**config.mk**
```make
export PLATFORM = sky130hd
export DESIGN_NAME = binned_centroid
export DESIGN_NICKNAME = d
export VERILOG_FILES = /design/src/rtl/binned_centroid.sv
export SDC_FILE = /design/constraint.sdc
export NUM_CORES = 1
export LEC_CHECK = 0
export CAP_MARGIN = 20
export CORE_ASPECT_RATIO = 1.25
export CORE_MARGIN = 3
export CORE_UTILIZATION = 40
export CTS_CLUSTER_SIZE = 16
export DETAILED_ROUTE_END_ITERATION = 8
export GPL_TIMING_DRIVEN = 1
export MAX_ROUTING_LAYER = met4
export SYNTH_ARGS = -nofsm -noshare
export SYNTH_HDL_FRONTEND = slang
export SYNTH_SLANG_ARGS = --single-unit
```
**constraint.sdc**
```tcl
create_clock -name clk_in -period 3.6 [get_ports clk_in]
set_clock_uncertainty 0.1 [all_clocks]
set_input_delay 0.72 -clock clk_in [delete_from_list [all_inputs] [get_ports clk_in]]
set_output_delay 0.72 -clock clk_in [all_outputs]
set_load 0.01 [all_outputs]
```
**src/rtl/binned_centroid.sv**
```systemverilog
// binned_centroid: accumulates set-pixel count and coordinate sums per binned frame,
// then divides sequentially to publish the blob centroid with a one-cycle strobe.
module binned_centroid #(
    parameter int H_BINS     = 320,
    parameter int V_BINS     = 180,
    parameter int MIN_PIXELS = 16
) (
    input  logic        clk_in,
    input  logic        rst_in,
    input  logic        valid_in,
    input  logic [8:0]  hcount_in,
    input  logic [7:0]  vcount_in,
    input  logic        pixel_in,
    output logic [8:0]  x_out,
    output logic [7:0]  y_out,
    output logic [15:0] count_out,
    output logic        detected_out,
    output logic        centroid_valid_out,
    output logic        frame_drop_out
);
    typedef enum logic [1:0] {ACCUM, DIVIDE, PUBLISH} state_t;

    state_t      state, state_next;
    logic [15:0] cnt, cnt_new, divisor;
    logic [24:0] sum_x, sum_x_new;
    logic [23:0] sum_y, sum_y_new;
    logic [24:0] quo_x, quo_y;
    logic [15:0] rem_x, rem_y;
    logic [16:0] trial_x, trial_y;
    logic        fit_x, fit_y, frame_start, frame_end;
    logic [4:0]  iter;
    logic        snap, step, last, publish, drop, det;

    assign frame_start = valid_in && hcount_in == 9'd0 && vcount_in == 8'd0;
    assign frame_end   = valid_in && hcount_in == 9'(H_BINS - 1) && vcount_in == 8'(V_BINS - 1);
    assign cnt_new     = cnt + 16'(pixel_in);
    assign sum_x_new   = sum_x + (pixel_in ? 25'(hcount_in) : 25'd0);
    assign sum_y_new   = sum_y + (pixel_in ? 24'(vcount_in) : 24'd0);

    always_ff @(posedge clk_in or negedge rst_in) begin
        if (!rst_in) begin
            cnt   <= '0;
            sum_x <= '0;
            sum_y <= '0;
        end else if (frame_end) begin
            cnt   <= '0;
            sum_x <= '0;
            sum_y <= '0;
        end else if (frame_start) begin
            cnt   <= 16'(pixel_in);
            sum_x <= '0;
            sum_y <= '0;
        end else if (valid_in) begin
            cnt   <= cnt_new;
            sum_x <= sum_x_new;
            sum_y <= sum_y_new;
        end
    end

    always_ff @(posedge clk_in or negedge rst_in) begin
        if (!rst_in) state <= ACCUM;
        else         state <= state_next;
    end

    always_comb begin
        state_next = state == ACCUM  ? (frame_end ? DIVIDE : ACCUM) :
                     state == DIVIDE ? (last ? PUBLISH : DIVIDE) : ACCUM;
    end

    always_comb begin
        snap    = state == ACCUM && frame_end;
        step    = state == DIVIDE;
        last    = step && iter == 5'd24;
        publish = state == PUBLISH;
        drop    = frame_end && state != ACCUM;
    end

    // dividend shifts out MSB-first while quotient bits shift in at the bottom
    assign trial_x = {rem_x, quo_x[24]};
    assign trial_y = {rem_y, quo_y[24]};
    assign fit_x   = trial_x >= {1'b0, divisor};
    assign fit_y   = trial_y >= {1'b0, divisor};
    assign det     = divisor >= 16'(MIN_PIXELS);

    always_ff @(posedge clk_in or negedge rst_in) begin
        if (!rst_in) begin
            divisor <= '0;
            quo_x   <= '0;
            quo_y   <= '0;
            rem_x   <= '0;
            rem_y   <= '0;
            iter    <= '0;
        end else if (snap) begin
            divisor <= cnt_new;
            quo_x   <= sum_x_new;
            quo_y   <= 25'(sum_y_new);
            rem_x   <= '0;
            rem_y   <= '0;
            iter    <= '0;
        end else if (step) begin
            rem_x <= fit_x ? 16'(trial_x - {1'b0, divisor}) : trial_x[15:0];
            rem_y <= fit_y ? 16'(trial_y - {1'b0, divisor}) : trial_y[15:0];
            quo_x <= {quo_x[23:0], fit_x};
            quo_y <= {quo_y[23:0], fit_y};
            iter  <= iter + 5'd1;
        end
    end

    always_ff @(posedge clk_in or negedge rst_in) begin
        if (!rst_in) begin
            x_out              <= '0;
            y_out              <= '0;
            count_out          <= '0;
            detected_out       <= 1'b0;
            centroid_valid_out <= 1'b0;
            frame_drop_out     <= 1'b0;
        end else begin
            centroid_valid_out <= publish;
            frame_drop_out     <= drop;
            if (publish) begin
                // gating also hides the meaningless quotient of a zero count
                x_out        <= det ? quo_x[8:0] : '0;
                y_out        <= det ? quo_y[7:0] : '0;
                count_out    <= divisor;
                detected_out <= det;
            end
        end
    end
endmodule
```
# After elaboration in Yosys (flattened, before gate mapping)
# Cells that the tools add are included.
# op_classes
n_addsub	6
n_lt_le_gt_ge	3
n_reduce_logical	13
n_mux	29
eq_ne	5
# ops
operator	n
$mux W25	7
$mux W16	9
$mux W24	3
$ge A17 B16 Y1	2
$sub A16 B16 Y16	2
$add A25 B9 Y25	1
$add A24 B8 Y24	1
$mux W9	2
$add A16 B1 Y16	1
$ge A16 B5 Y1 const B	1
$mux W8	2
$mux W5	2
$eq A9 B9 Y1 const B	1
$logic_not A9 Y1	1
$eq A8 B8 Y1 const B	1
$logic_not A8 Y1	1
$logic_and A1 B1 Y1	7
$mux W2	3
$add A5 B1 Y5 const B	1
$eq A5 B5 Y1 const B	1
$reduce_bool A2 Y1	2
$reduce_bool A3 Y1	1
$eq A2 B1 Y1 const B	1
$eq A2 B2 Y1 const B	1
other kinds (2)	2
# word_totals
regBits	206
in_bits	21
word_cells	72

# Logic depth before layout (Yosys ltp)
# Gate-level depths: netlist of run 1.
# logic_depth
ltp_word	5
mapped_depth	10
depth_no_buf	9

# Least setup slack after synthesis of run 1
# Ideal clock, no wire load.
# synth_path
path_type	input port to flip-flop
start	input port pixel_in
end	register sum_x[22]
setup_slack_ps	495
t_arrival_ps	2922
path_buffers	1
setup_time_ps	83
stages	10
path_cell_list	clkbuf_1 -> and2_1 -> ha_1 -> fa_1 -> a211oi_1 -> o211a_1 -> nor2_1 -> or4b_1 -> or3_1 -> o21ai_0
# synth_via
elab_chain_len	5
# synth_rtl
item	line	source
start: declaration	13	input logic pixel_in,
$mux W9	37	assign sum_x_new = sum_x + (pixel_in ? 25'(hcount_in) : 25'd0);
$add A25 B9 Y25	37	
$mux W25	53	end else if (valid_in) begin
$mux W25	49	end else if (frame_start) begin
$mux W25	45	end else if (frame_end) begin
end signal: assignment	55	sum_x <= sum_x_new;
end: declaration	25	logic [24:0] sum_x, sum_x_new;
# Every way passes these cells. The select of a mux whose other input is x is not followed.
# A chain may end at the register's enable or synchronous reset.

# Final worst setup path of run 1
# layout_path
start	input port pixel_in
end	register sum_y[22]
# layout_via
elab_chain_len	5
# layout_rtl
item	line	source
$mux W8	38	assign sum_y_new = sum_y + (pixel_in ? 24'(vcount_in) : 24'd0);
$add A24 B8 Y24	38	
$mux W24	53	
$mux W24	49	
$mux W24	45	
end signal: assignment	56	sum_y <= sum_y_new;
end: declaration	26	logic [23:0] sum_y, sum_y_new;
# Every way passes these cells. The select of a mux whose other input is x is not followed.

==> impl_metrics.py, run 1 <==
metrics = {
    "placement": {
        "gp_congestion": 0.8957,
        "port_buffers": 56,
        "dp.cells": 1747,
        "hpwl_mm": 23.26,
        "pre_cts_ws_ns": 0.02214,
    },
    "setup_path": {
        "arrival_ns": 3.41,
        "critPathCaptureType": "flip-flop",
        "critPathKind": "primary input to flip-flop",
        "crit_fanout": 16,
        "crit_top_cell": "buf_4",
        "crit_chain": "clkdlybuf4s50_1 -> buf_4 -> and2_1 -> ha_1 -> fa_1 -> a21oi_1 -> nor2_1 -> nor4_2 -> buf_4 -> nor3_1 -> nand2b_1 -> a31oi_1",
        "max_stage_delay_ns": 0.44,
        "cp_num_buf_inv": 3,
        "critical-path-top-delay-family": "buffers and inverters",
        "cp_data_required_time_ns": 3.93,
        "critPathLaunchType": "primary input",
        "slowest_stage": "clkdlybuf4s50_1",
    },
    "floorplanning": {
        "placeableCoreArea_um2": 29600,
        "rows": 70,
        "io_pins": 57,
        "die_y_um": 201.1,
        "dieArea_um2": 32580,
        "initial_core_util": 0.4113,
        "fp.dieW_um": 162.0,
    },
    "timing": {
        "post-route-period-util": 0.8557,
        "worstMarginPinSlew_ns": 0.9228,
        "rsz0062_at_grt": "no",
        "finalHoldViolCount": 0,
        "fin_crit_ns": 3.080,
        "slew-limit-headroom": 0.3834,
        "setup_violations": 0,
        "layout_setup_ws_ns": 0.5196,
        "drv_slew": 0,
        "clock.fmax_mhz": 324.6,
        "fin_setup_tns_ns": 0,
    },
    "detailed_routing": {
        "wl_per_cell_um": 18.59,
        "viasPerCell": 5.710,
        "drc": 0,
        "drt_iter0_markers": 704,
        "totalWireLength_mm": 33.27,
        "ant_nets": 0,
        "vias": 10220,
        "dr.pass1.iters": 5,
    },
    "yosys": {
        "syn_avg_cell_area_um2": 9.154,
        "syn_nets": 1408,
        "synth-seq-cells": 206,
        "async_flop_share": 1.000,
        "synthFlopType": "dfrtp_1",
        "synth_area_leaders": "dfrtp_1 42%, o21ai_0 6.2%, ha_1 5.4%",
        "synth.most_common_cell": "dfrtp_1",
        "synth_top_area_share": 0.4234,
        "netlist_instances": 1330,
        "syn_area_um2": 12180,
        "yosysSeqAreaShare": 0.4234,
        "synth_warnings": 0,
        "netlist_top_cells_count": "206 x dfrtp_1, 151 x o21ai_0, 126 x nand2_1, 62 x a21oi_1",
        "synth_area_leader_cell": "dfrtp_1",
        "ys_types": 74,
        "synth_edf_count": 0,
    },
    "cts": {
        "clock_sinks": 206,
        "numCtsBuffers": 24,
        "clock_latency_ns": 0.54,
        "cts_max_level": 1,
        "post_cts_buffers": 0,
        "ctsHoldBuffers": 0,
        "cts-resized-gates": 0,
        "cts_max_path_buffers": 3,
        "cts_tree": "yes",
        "path_clk_slew_ns": 0.06,
        "root_buffer": "clkbuf_16",
    },
    "pwr": {
        "max-vdd-ir-drop_mv": 0.2970,
        "seq_power_share": 0.358,
        "swShare": 0.3642,
        "p_leak_nw": 5.906,
        "p_clk_frac": 0.273,
        "p_sw_mw": 3.288,
        "p_per_area_nw_per_um2": 638.6,
        "combPwrFrac": 0.368,
        "internal-power_mw": 5.738,
        "finalPower_mw": 9.026,
    },
    "layout": {
        "diodes": 0,
        "nFillCells": 2891,
        "seqCellArea_um2": 5155,
        "post-route-util": 0.4774,
        "layout-drive-gt1-share": 0.07963,
        "nets": 1455,
        "multiInputGateArea_um2": 6594,
        "synthToLayoutAreaGrowth_pct": 16.08,
        "fin_cells": 1790,
    },
    "global_route": {
        "antenna_found_initial": 0,
        "grt_pass1_vias": 10410,
        "grt_max_degree": 80,
        "grt_first_pass_wirelength_mm": 54.56,
        "grt_overflow": 0,
        "track_usage": 0.2085,
    },
    "run_status": {
        "status": "completed",
    },
    "min_path": {
        "hold_class": "primary input to asynchronous set/reset pin",
    },
    "flow_run": {
        "cap_violations": 0,
    },
}
-- per-layer routing --
| metal | share of wire | track usage |
|---|---|---|
| met3 | 0.032 | 0.02250 |
| met2 | 0.49 | 0.3555 |
| met4 | 0.033 | 0.06919 |
| met1 | 0.44 | 0.2584 |
| met5 | 0 | - |
-- worst register-to-register path, stage by stage (launching register included) --
cell and delay, ns:
dfrtp_1 0.39, inv_1 0.21, ha_1 0.36, a21oi_1 0.26
o21ai_0 0.22, nor2_1 0.25, a21oi_2 0.18, nor2_1 0.64
o31ai_1 0.16
-- logic make-up (layout without fill, tap and decap cells) --
kind of cell | Yosys count | count (layout) | share of synthesized area
and+or+nand+nor | 413 | 413 | 0.1718
adders and majority gates | 57 | 57 | 0.06104
DFF | 206 | 206 | 0.4234
AOI/OAI and AO/OA | 452 | 452 | 0.2439
buffers and inverters | 118 | 182 | 0.03833
xor gates and xnor gates | 74 | 74 | 0.05323
muxes | 10 | 10 | 0.008324
-- area by class of cell --
class                   instances  area share
clock buffers                  28     0.04568
multi-input cells            1006      0.4665
flip-flops and latches        206      0.3647
clock inverters                15     0.01098
well taps                     396     0.03506
inverters                      40     0.01062
repair buffers                 99     0.06639
-- power by group through the flow --
stage	registers, mW	logic [mW]	clock network, mW
after CTS	3.23	3.33	2.54
after global routing	3.29	3.71	2.62
after detailed placement	3.26	3.31	0
after global placement	3.25	3.25	0
after floorplan	3.14	2.39	0
final	3.23	3.32	2.47
-- state kept, by name (all words and copies together) (netlist names) --
signal,count
centroid_valid_out,1
cnt,16
count_out,16
detected_out,1
divisor,16
frame_drop_out,1
iter,5
quo_x,25
quo_y,25
rem_x,16
rem_y,16
state,2
sum_x,25
sum_y,24
x_out,9
y_out,8
-- path summary, 6_finish.rpt --
kind                               from            to  slack [ns]  cells after the start
hold / removal                   rst_in     rem_x[12]        0.03                      1
hold reg to reg            detected_out  detected_out        0.38                      1
setup / recovery               pixel_in     sum_y[22]        0.52                     12
setup reg to reg            divisor[12]     rem_y[14]        0.68                      8
min in group clk_in        detected_out  detected_out        0.38                      1
max in group asynchronous        rst_in      sum_x[7]        2.47                      2
-- layout by cell type (no fill, tap or decap), types with 15 or more instances in the layout --
cell and n:
xnor2_1 51, o211ai_1 28, nand2_1 126, nand3_1 59, clkdlybuf4s50_1 55, a22o_1 29
nor3_1 35, nand2b_1 15, a21o_1 20, a31oi_1 20, a21oi_1 62, ha_1 53
clkbuf_16 24, o2bb2ai_1 16, o21ai_0 151, inv_1 39, dfrtp_1 206, xor2_1 23
nor2_1 56, and2_1 23, a211oi_1 15, a22oi_1 39, buf_4 39
-- through the flow --
step / hold slack (ns) / cell area [µm²]
2_1_floorplan: 0.3244 / 12180
3_3_place_gp: 0.3572 / 13330
3_5_place_dp: 0.3689 / 13330
4_1_cts: 0.06946 / 14130
5_1_grt: 0.09014 / 14130
6_report: 0.02519 / 14130
Note: power is estimated with default switching activity, not from simulation.
==> run 2: changes to the inputs <==
--- a/config.mk
+++ b/config.mk
@@ -13,6 +13,7 @@
 export DETAILED_ROUTE_END_ITERATION = 8
 export GPL_TIMING_DRIVEN = 1
 export MAX_ROUTING_LAYER = met4
+export SLEW_MARGIN = 25
 export SYNTH_ARGS = -nofsm -noshare
 export SYNTH_HDL_FRONTEND = slang
 export SYNTH_SLANG_ARGS = --single-unit
==> results of run 2 <==
No change in the layout: final DEF, timing and power equal those of run 1.
==> run 3: changes to the inputs <==
==> constraint.sdc (replaced) <==
create_clock -name clk_in -period 3.2 [get_ports clk_in]
set_clock_uncertainty 0.1 [all_clocks]
set_input_delay 0.64 -clock clk_in [delete_from_list [all_inputs] [get_ports clk_in]]
set_output_delay 0.64 -clock clk_in [all_outputs]
set_load 0.01 [all_outputs]
==> run 3 against run 2 <==
Net effect: the flow now finishes with violations (negative hold slack); cell count rose by 3.0%; first-iteration DRC count decreased by 8.1%; routed wire length grew 2.1%; count of clock-buffer cells in the layout rose by 4; utilization up 1.5 points; clock power up 13%; global-route usage rose by 0.53 points; via count up 3.3%.
==> impl_metrics.py, run 3 (same netlist as run 1, synthesis figures left out) <==
metrics = {
    "timing": {
        "drv_slew": 0,
        "finalHoldViolCount": 8,
        "layout_setup_ws_ns": 0.2875,
        "slew-limit-headroom": 0.5116,
        "rsz0062_at_grt": "no",
        "setup_violations": 0,
        "fin_hold_ws_ns": -0.03385,
        "fin_crit_ns": 2.913,
        "worstMarginPinSlew_ns": 0.7298,
        "fin_setup_tns_ns": 0,
        "clock.fmax_mhz": 343.3,
        "post-route-period-util": 0.9102,
    },
    "detailed_routing": {
        "drc": 0,
        "wl_met3_mm": 1.207,
        "dr.pass1.iters": 6,
        "ant_nets": 0,
        "viasPerCell": 5.728,
        "totalWireLength_mm": 33.98,
        "wl_per_cell_um": 18.43,
        "drt_iter0_markers": 647,
        "met2WireLength_mm": 16.86,
        "wl_met1_mm": 14.64,
        "vias": 10560,
        "maxUsedRoutingLayer": "met4",
    },
    "layout": {
        "multiInputGateArea_um2": 6594,
        "layout-drive-gt1-share": 0.1119,
        "largestRegisters": "quo_x: 25 flops, quo_y: 25 flops, sum_x: 25 flops",
        "nFillCells": 2834,
        "post-route-util": 0.4926,
        "final_area_um2": 14580,
        "synthToLayoutAreaGrowth_pct": 19.76,
        "nets": 1509,
        "layout.cells.most_common_list": "206 x dfrtp_1, 151 x o21ai_0, 126 x nand2_1",
        "diodes": 0,
        "seqCellArea_um2": 5155,
        "layout_commonest_cell": "dfrtp_1",
    },
    "pwr": {
        "internal-power_mw": 6.675,
        "p_per_area_nw_per_um2": 711.6,
        "seq_power_share": 0.351,
        "max-vdd-ir-drop_mv": 0.3663,
        "swShare": 0.3567,
        "combPwrFrac": 0.379,
        "p_sw_mw": 3.701,
        "p_clk_frac": 0.270,
        "p_leak_nw": 6.174,
    },
    "floorplanning": {
        "die_y_um": 201.1,
        "rows": 70,
        "io_pins": 57,
        "placeableCoreArea_um2": 29600,
        "dieArea_um2": 32580,
        "initial_core_util": 0.4113,
        "fp.dieW_um": 162.0,
    },
    "setup_path": {
        "critPathLaunchType": "primary input",
        "crit_fanout": 9,
        "ff2ff_path_depth": 9,
        "critPathCaptureType": "flip-flop",
        "critPathKind": "primary input to flip-flop",
        "crit_chain": "clkdlybuf4s50_1 -> buf_4 -> and2_1 -> ha_1 -> buf_4 -> nand2_1 -> o21bai_1 -> o211ai_2 -> and2_0 -> buf_4 -> or4_1 -> nand3_1",
        "cp_data_required_time_ns": 3.57,
        "crit_top_cell": "buf_4",
        "arrival_ns": 3.28,
        "max_stage_delay_ns": 0.48,
        "slowest_stage": "clkdlybuf4s50_1",
    },
    "cts": {
        "ctsHoldBuffers": 0,
        "clock_sinks": 206,
        "post_cts_buffers": 0,
        "cts_tree": "yes",
        "cts_max_level": 1,
        "cts-resized-gates": 0,
        "numCtsBuffers": 23,
        "path_clk_slew_ns": 0.07,
        "cts_max_path_buffers": 3,
        "root_buffer": "clkbuf_16",
        "clock_latency_ns": 0.54,
    },
    "placement": {
        "pre_cts_ws_ns": -0.2454,
        "hpwl_mm": 24.28,
        "gp_congestion": 0.8986,
        "place_area_um2": 13780,
        "port_buffers": 56,
    },
    "flow_run": {
        "cap_violations": 0,
    },
    "global_route": {
        "grt_overflow": 0,
        "grt_max_degree": 81,
        "grt_first_pass_wirelength_mm": 55.59,
        "grt_pass1_vias": 10670,
        "antenna_found_initial": 0,
        "track_usage": 0.2137,
    },
    "run_status": {
        "violations": "negative hold slack",
        "status": "finished, violations left",
    },
    "min_path": {
        "hold_class": "primary input to asynchronous set/reset pin",
    },
}
==> run 3: per-layer routing <==
layer,vias to the layer above,global-route usage
met3,71,0.02766
met2,202,0.3613
met1,5184,0.2608
met4,0,0.07985
met5,-,-
li1,5106,-
==> run 3: layout make-up <==
class                           instances  area share
Tap cell                              396     0.03398
Multi-Input combinational cell       1006      0.4522
Sequential cell                       206      0.3535
Clock inverter                         10    0.009525
Clock buffer                           32     0.04522
Inverter                               40     0.01030
Timing Repair Buffer                  154     0.09525
==> run 3: worst max-delay path, delay by kind of cell <==
kind | cells | cell delay, ns
buffers and inverters | 4 | 0.97
AOI/OAI and AO/OA | 2 | 0.37
adders and majority gates | 1 | 0.34
and+or+nand+nor | 5 | 0.97
==> run 3: final timing paths <==
check / slack, ns / from / to
max reg2reg: 0.29 / divisor[12] / rem_y[12]
min: -0.03 / rst_in / rem_x[11]
max: 0.29 / pixel_in / sum_x[23]
min reg2reg: 0.38 / detected_out / detected_out
min in group clk_in: 0.38 / detected_out / detected_out
max in group asynchronous: 2.27 / rst_in / rem_y[4]
==> run 3: power by group through the flow <==
stage          Sequential [mW]  Clock (mW)  Combinational [mW]
3_3_place_gp              3.66           0                3.86
3_5_place_dp              3.66           0                3.92
2_1_floorplan             3.54           0                2.69
6_report                  3.64        2.80                3.94
4_1_cts                   3.63        2.87                3.94
5_1_grt                   3.71        2.98                4.41
==> run 3: through the flow <==
step	hold WS, ns	std cells	power (mW)
finish	-0.03385	1844	10.38
global route	0.009785	1844	11.10
CTS	0.007062	1844	10.44
detailed placement	0.3662	1802	7.585
global placement	0.3588	1802	7.515
floorplan	0.2444	1330	6.224
